**src/rtl/crc_frame_ctrl.sv**
```systemverilog
// Frame sequencer for an external 64-bit-parallel CRC-5 engine.
// Clears the engine, streams len words into it, then captures and compares the result.
module crc_frame_ctrl #(
  parameter int LEN_W = 8
) (
  input  logic             clk,
  input  logic             rst,
  input  logic             start,
  input  logic [LEN_W-1:0] len,
  input  logic [4:0]       exp_crc,
  input  logic             abort,
  input  logic             s_valid,
  input  logic [63:0]      s_data,
  output logic             s_ready,
  output logic [63:0]      crc_data,
  output logic             crc_en,
  output logic             crc_clr_n,
  input  logic [4:0]       crc_in,
  output logic             busy,
  output logic             done,
  output logic             pass,
  output logic             err_len,
  output logic [4:0]       crc_result
);

  typedef enum logic [2:0] {
    IDLE   = 3'd0,
    CLEAR  = 3'd1,
    FEED   = 3'd2,
    SETTLE = 3'd3,
    CHECK  = 3'd4
  } state_t;

  state_t           r_state;
  state_t           w_next;
  logic [LEN_W-1:0] r_len;
  logic [LEN_W-1:0] r_cnt;
  logic [4:0]       r_exp_crc;
  logic [4:0]       r_crc_result;
  logic             r_pass;
  logic             r_err_len;

  logic             w_ready;
  logic             w_accept;
  logic             w_last;
  logic             w_start_ok;
  logic             w_start_bad;
  logic             w_capture;

  assign w_start_ok  = (r_state == IDLE) && start && (len != '0);
  assign w_start_bad = (r_state == IDLE) && start && (len == '0);
  assign w_accept    = s_valid && w_ready;
  assign w_last      = w_accept && (r_cnt == (r_len - LEN_W'(1)));
  // The engine samples crc_in's update one cycle after the last word, so SETTLE is the capture point.
  assign w_capture   = (r_state == SETTLE) && !abort;

  always_comb begin
    w_next  = r_state;
    w_ready = 1'b0;
    case (r_state)
      IDLE: begin
        if (w_start_ok) w_next = CLEAR;
      end
      CLEAR: begin
        w_next = FEED;
      end
      FEED: begin
        w_ready = 1'b1;
        if (w_last) w_next = SETTLE;
      end
      SETTLE: begin
        w_next = CHECK;
      end
      CHECK: begin
        w_next = IDLE;
      end
      default: begin
        w_next = IDLE;
      end
    endcase
    // Abort wins over everything, including a same-cycle final accept.
    if (abort && (r_state != IDLE)) w_next = IDLE;
  end

  always_ff @(posedge clk or negedge rst) begin
    if (!rst) begin
      r_state <= IDLE;
    end else begin
      r_state <= w_next;
    end
  end

  always_ff @(posedge clk or negedge rst) begin
    if (!rst) begin
      r_len     <= '0;
      r_exp_crc <= '0;
      r_cnt     <= '0;
    end else if (w_start_ok) begin
      r_len     <= len;
      r_exp_crc <= exp_crc;
      r_cnt     <= '0;
    end else if (w_accept) begin
      r_cnt     <= r_cnt + LEN_W'(1);
    end
  end

  always_ff @(posedge clk or negedge rst) begin
    if (!rst) begin
      r_crc_result <= 5'h00;
      r_pass       <= 1'b0;
    end else if (w_capture) begin
      r_crc_result <= crc_in;
      r_pass       <= (crc_in == r_exp_crc);
    end
  end

  always_ff @(posedge clk or negedge rst) begin
    if (!rst) begin
      r_err_len <= 1'b0;
    end else begin
      r_err_len <= w_start_bad;
    end
  end

  assign s_ready    = w_ready;
  assign crc_en     = w_accept;
  assign crc_data   = s_data;
  // Held low during reset so the engine is seeded from the moment reset asserts.
  assign crc_clr_n  = rst && (r_state != CLEAR);
  assign busy       = (r_state != IDLE);
  assign done       = (r_state == CHECK) && !abort;
  assign pass       = r_pass;
  assign err_len    = r_err_len;
  assign crc_result = r_crc_result;

endmodule
```
**config.mk**
```make
export PLATFORM = sky130hd
export DESIGN_NAME = crc_frame_ctrl
export DESIGN_NICKNAME = d
export VERILOG_FILES = /design/src/rtl/crc_frame_ctrl.sv
export SDC_FILE = /design/constraint.sdc
export NUM_CORES = 1
export LEC_CHECK = 0
export ABC_AREA = 0
export ABC_CLOCK_PERIOD_IN_PS = 1600
export CAP_MARGIN = 20
export CORE_AREA = 2 2 59 72
export DETAILED_ROUTE_END_ITERATION = 10
export DIE_AREA = 0 0 61 74
export DONT_BUFFER_PORTS = 1
export PLACE_DENSITY = 0.73
export SLEW_MARGIN = 20
export SYNTH_ARGS = -nofsm -noshare
export SYNTH_HDL_FRONTEND = slang
export SYNTH_SLANG_ARGS = --single-unit
```
**constraint.sdc**
```tcl
create_clock -name clk -period 1.6 [get_ports clk]
set_clock_uncertainty 0.2 [all_clocks]
set_input_delay 0.32 -clock clk [delete_from_list [all_inputs] [get_ports clk]]
set_output_delay 0.32 -clock clk [all_outputs]
set_load 0.02 [all_outputs]
```
==> results of run 1 <==
-- per-stage QoR --
| stage | TNS (ps) | setup slack (ps) | util, % | hold WS, ps | instance area [sq um] |
|---|---|---|---|---|---|
| floorplan | -1920 | -204 | - | -176 | 2140 |
| global placement | -5590 | -294 | 48.3 | -175 | 1860 |
| detailed placement | -7010 | -348 | 48.3 | -175 | 1860 |
| CTS | -3850 | -346 | 63.5 | 23.9 | 2440 |
| global route | -5690 | -378 | 67.0 | 46.3 | 2580 |
| finish | -4550 | -362 | 67.0 | 19.4 | 2580 |
-- what timing repair did --
action,CTS,global route
resized for setup,37,28
hold endpoints to repair,50,0
cloned,1,1
pin swaps,17,18
setup buffers,10,3
hold buffers,21,0
setup endpoints to repair,32,33
-- cell type report --
type,instances,area (sq um)
fillers,228,1270
multi-input cells,107,987
flip-flops and latches,31,777
repair buffers,58,607
clock buffers,6,82.6
well taps,54,67.6
clock inverters,2,35.0
inverters,6,22.5
-- layer usage --
layer  GRT usage (%)  wire [microns]  vias to the layer above
li1                -               -                      632
met1            27.4            2130                      778
met2            47.6            3540                      115
met3            9.91             686                       33
met4            22.5             388                        0
met5               0               0                        -
-- synth_stat cells --
library cell  number
o21ai_1            2
a211oi_1           1
or3_1              1
nor3b_1            2
o21ai_0            5
nand4_1            3
nor2_1            14
nor3_1             5
nor4_1             1
and2_1             1
mux2i_1            3
nor2_4             1
buf_4             66
buf_6              1
and4_1             1
nor4b_1            1
inv_1              6
mux2_4             6
nand2_1            7
xor2_1            11
xnor2_1           13
nor2_2             1
or4_4              2
nand3b_1           1
ha_1               2
o31a_1             1
mux2_2             8
clkbuf_1           2
a21oi_1            2
and4bb_1           1
o21bai_1           1
and3_1             2
nand3_1            8
dfrtp_1           31
-- worst max-delay path, cell delays in order, from the launching register on --
cell and delay, ps:
dfrtp_1 400, buf_6 120, and4bb_2 330, buf_6 110, buf_6 80, buf_6 100
-- flip-flops by register name (all words and copies together), names as in the netlist --
register    count
crc_result      5
r_exp_crc       5
err_len         1
r_len           8
r_cnt           8
r_state         3
pass            1
-- kinds of logic after synthesis --
family | after synthesis
AND/OR/NAND/NOR | 52
multiplexers | 17
adder cells (fa/ha/maj) | 2
buffers and inverters | 75
XOR/XNOR | 24
flip-flops | 31
AO/OA/AOI/OAI | 12
-- worst paths after layout --
| check | depth (start not counted) | end | from | slack, ps |
|---|---|---|---|---|
| setup / recovery | 5 | crc_en | r_state[2] | -360 |
| min in group asynchronous | 2 | r_exp_crc[3] | rst | 300 |
| hold reg to reg | 1 | r_len[7] | r_len[7] | 360 |
| setup reg to reg | 7 | r_cnt[5] | r_state[2] | -330 |
| hold / removal | 3 | r_state[0] | abort | 20 |
| max in group asynchronous | 2 | r_len[2] | rst | 720 |
-- power by group --
part | internal, mW | switching [mW]
combinational | 1.32 | 1.06
sequential | 1.07 | 0.397
clock | 0.504 | 0.312
total | 2.89 | 1.77
==> results.tsv, run 1 <==
stage	metric	value	unit
logic_synthesis	ys_top_cells_by_area	dfrtp_1 37%, buf_4 23%, xnor2_1 5.4%, xor2_1 4.6%, mux2_2 4.3%	
floorplanning	std_cell_rows	25	
setup_path	worstPathArrival	1440	ps
timing	setup_violations	32	
logic_synthesis	yosys_warnings	0	
final_layout	final_common_cell	dfrtp_1	
floorplanning	die_x	61	microns
logic_synthesis	synth_top_family_by_area	buffers and inverters	
logic_synthesis	synth_top_area_share	36.7	%
place	finalWeightedCongestion	0.869	
timing	period_needed	1960	ps
grt	grt_pass1_vias	1613	
timing	setup_slack	-362	ps
logic_synthesis	synthXorXnorAreaFrac	9.95	%
place	port_buffers	0	
floorplanning	core-area	3850	sq um
final_layout	layout_common_cells	30 x dfrtp_1, 21 x buf_4, 20 x dlygate4sd3_1, 14 x mux2_4, 13 x nor2_1	
logic_synthesis	syn_avg_cell_area	9.92	sq um
logic_synthesis	synth.distinct_cells	34	
place	placed_cells	221	
logic_synthesis	synth_area_leader_cell	dfrtp_1	
timing	final.period_utilization	123	%
status	status	finished with violations	
timing	slew_viol_final	0	
final_layout	syn2layout_area_growth	22.0	%
floorplanning	io_pins	163	
logic_synthesis	syn-num-nets	302	
routing	routedWlPerCell	25.5	microns
logic_synthesis	synthMuxAreaShare	9.95	%
clock_network	cts_root_buffer	clkbuf_8	
routing	drc	0	
final_layout	drive_above_1_share	44.3	%
power_and_ir_drop	vdd.ir_drop.worst	1.21	mV
final_layout	diodes	0	
logic_synthesis	ys_ff_latch	31	
power_and_ir_drop	p_per_area	1810	nW/um^2
final_layout	finalNonFillerCells	264	
place	dp_hpwl	3340	microns
logic_synthesis	ys_seq_area_share	36.7	%
grt	antenna_found_initial	0	
status	violations	setup timing	
timing	max_freq	510	MHz
routing	vias	1558	
logic_synthesis	syn_area	2110	sq um
worst_hold_path	hold_path.class	input port to register	
floorplanning	die-area	4510	sq um
grt	grt_max_degree	32	
logic_synthesis	synth-simple-area-share	13.6	%
clock_network	clock_latency	290	ps
timing	slew_headroom	78.8	%
power_and_ir_drop	leakage	1.14	nW
setup_path	endpoint_kind	output port	
clock_network	htreeDepth	2	
timing	worstMarginPinSlew	316	ps
timing	rsz0062_at_grt	true	
clock_network	clk_pin_slew_worst_paths	70	ps
clock_network	clk_path_buf_depth	2	
setup_path	required	1080	ps
timing	hold_viol	0	
job	drv_cap	0	
power_and_ir_drop	totalPowerFinal	4.66	mW
floorplanning	die-height	74	microns
logic_synthesis	synth-compound-area-share	3.26	%
grt	overflow	0	
routing	drt-vias-per-instance	5.90	
floorplanning	initial_utilization	54.9	%
setup_path	start_kind	register	
setup_path	critical_path_class	register to output port	
grt	grt_first_pass_wirelength	8800	microns
clock_network	cts_tree	built	
routing	totalWireLength	6740	microns
setup_path	critPathMaxFanout	2	
logic_synthesis	netlist_instances	213	
routing	drt_iter0_drc	72	
final_layout	final_nets	298	
clock_network	cts_buffers	5	
logic_synthesis	synthAdderAreaFrac	1.18	%
routing	drt_pass1_iterations	4	
routing	drtAntennaViolNets	0	
clock_network	cts_sinks	31	
grt	grtUsageTotal	28.3	%
No activity file was read; power rests on OpenSTA's default activity.
==> run 2: changes to the inputs <==
--- a/config.mk
+++ b/config.mk
@@ -8,12 +8,12 @@
 export ABC_AREA = 0
 export ABC_CLOCK_PERIOD_IN_PS = 1600
 export CAP_MARGIN = 20
-export CORE_AREA = 2 2 59 72
+export CORE_AREA = 2 2 53 80
 export DETAILED_ROUTE_END_ITERATION = 10
-export DIE_AREA = 0 0 61 74
+export DIE_AREA = 0 0 55 82
 export DONT_BUFFER_PORTS = 1
+export HOLD_SLACK_MARGIN = 0.15
 export PLACE_DENSITY = 0.73
-export SLEW_MARGIN = 20
 export SYNTH_ARGS = -nofsm -noshare
 export SYNTH_HDL_FRONTEND = slang
 export SYNTH_SLANG_ARGS = --single-unit
==> results.tsv, run 2 (same netlist as run 1, synthesis figures left out) <==
stage	metric	value	unit	change
final_layout	final_common_cell	dfrtp_1		
clock_network	clock_latency	290	ps	about the same
timing	worstMarginPinSlew	248	ps	-68.1 ps
timing	max_freq	502	MHz	-1.5%
final_layout	syn2layout_area_growth	14.2	%	
routing	drt_iter0_drc	30		-58%
timing	period_needed	1990	ps	+30.6 ps
timing	rsz0062_at_grt	true		
setup_path	cp_top_family	buffers and inverters		
clock_network	cts_root_buffer	clkbuf_8		
power_and_ir_drop	leakage	1.06	nW	-6.8%
final_layout	reg_top3	r_cnt: 8 flops, r_len: 8 flops		
routing	drc	0		unchanged
clock_network	clk_pin_slew_worst_paths	60	ps	about the same
final_layout	layout_common_cells	31 x dfrtp_1, 21 x buf_4, 16 x dlygate4sd3_1, 12 x nor2_1, 12 x buf_6		
timing	final.period_utilization	125	%	+1.9 points
setup_path	start_kind	register		
routing	drt-vias-per-instance	5.60		-5.2%
power_and_ir_drop	p_per_area	1730	nW/um^2	-4.5%
clock_network	htreeDepth	2		unchanged
grt	grt_first_pass_wirelength	7450	microns	-15%
floorplanning	die-height	82	microns	+11%
grt	grt_max_degree	32		unchanged
floorplanning	io_pins	163		unchanged
setup_path	crit_buf_inv	4		unchanged
setup_path	crit_top_cell	buf_6		
final_layout	finalNonFillerCells	250		-5.3%
grt	antenna_found_initial	0		unchanged
routing	vias	1399		-10%
clock_network	cts_hold_buf	17		-19%
floorplanning	die-area	4510	sq um	about the same
timing	hold_viol	4		+4
setup_path	required	1080	ps	about the same
worst_hold_path	hold_path.class	input port to register		
routing	routedWlPerCell	20.4	microns	-20%
final_layout	fin_util	62.6	%	-4.4 points
routing	totalWireLength	5090	microns	-24%
routing	drtAntennaViolNets	0		unchanged
final_layout	drive_above_1_share	40.5	%	-3.8 points
setup_path	cp_slowest_stage_delay	410	ps	about the same
grt	overflow	0		unchanged
setup_path	endpoint_kind	output port		
final_layout	diodes	0		unchanged
timing	final.setup.tns	-6070	ps	-1530 ps
clock_network	cts_buffers	5		unchanged
setup_path	critical_path_class	register to output port		
routing	drt_pass1_iterations	4		unchanged
clock_network	clk_path_buf_depth	2		unchanged
place	port_buffers	0		unchanged
timing	setup_violations	31		-3.1%
floorplanning	core-area	3850	sq um	+0.16%
setup_path	worstPathArrival	1470	ps	+30 ps
place	placed_cells	211		-4.5%
timing	slew_headroom	83.4	%	+4.6 points
clock_network	cts_sinks	31		unchanged
timing	slew_viol_final	0		unchanged
floorplanning	std_cell_rows	28		+12%
grt	grt_pass1_vias	1534		-4.9%
status	violations	hold timing, setup timing		
grt	grtUsageTotal	24.7	%	-3.6 points
floorplanning	die_x	55	microns	-9.8%
power_and_ir_drop	totalPowerFinal	4.17	mW	-11%
setup_path	critPathMaxFanout	2		unchanged
status	status	finished with violations		
power_and_ir_drop	vdd.ir_drop.worst	1.30	mV	+7.3%
final_layout	final_nets	293		-1.7%
floorplanning	initial_utilization	54.8	%	-0.089 points
place	dp_hpwl	3370	microns	+1.0%
clock_network	cts_tree	built		
setup_path	crit_chain	buf_6 > and4bb_2 > buf_6 > buf_6 > buf_6		
timing	setup_slack	-393	ps	-30.6 ps
place	finalWeightedCongestion	0.780		-10%
setup_path	critical-path-slowest-cell	dfrtp_1		
job	drv_cap	0		unchanged
timing	worst_hold_slack	-22.7	ps	-42.2 ps
## run 2: cell types whose count changed in the layout (fill, tap and decap cells not counted), sizes merged
| cell | change |
|---|---|
| dlygate4sd3 | -4 |
| bufinv | -1 |
| clkbuf | +1 |
| clkinv | -1 |
## run 2: where the power goes
group	internal, mW	switching [mW]
combinational	1.21	0.870
clock	0.392	0.289
sequential	1.07	0.343
total	2.67	1.50
## run 2: layout make-up
cell class                 instances  area, sq um
sequential                        31          776
tap                               45         56.3
timing repair buffer              53          533
fill                             284         1440
multi-input combinational        107          926
inverter                           6         22.5
clock buffer                       8          100
## run 2: repair_timing
item | CTS | global route
endpoints found under the setup margin | 31 | 34
cloned | 1 | 0
pin swaps | 10 | 12
hold endpoints to repair | 53 | 7
setup buffers | 8 | 7
resized for setup | 27 | 20
## run 2: per-stage QoR
step                      instance area [sq um]  setup slack, ps
after CTS                                  2320             -357
final                                      2410             -393
after global routing                       2410             -424
after detailed placement                   1840             -414
after global placement                     1840             -388
after floorplan                            2140             -204
## run 2: layer usage
layer | track usage (%) | up-vias | share of wire [%]
met3 | 9.09 | 39 | 9.1
met5 | 0 | - | 0
met4 | 22.0 | 0 | 6.8
li1 | - | 622 | -
met1 | 21.3 | 685 | 30
met2 | 41.7 | 53 | 54
## run 2: final timing paths
kind | start | end | slack (ps) | depth (start not counted)
setup reg to reg | r_state[0] | r_cnt[5] | -350 | 8
hold / removal | len[6] | r_len[6] | -20 | 1
max in group asynchronous | rst | crc_result[1] | 750 | 2
setup / recovery | r_state[0] | crc_en | -390 | 5
hold reg to reg | r_exp_crc[2] | r_exp_crc[2] | 340 | 1
min in group asynchronous | rst | r_cnt[6] | 270 | 2
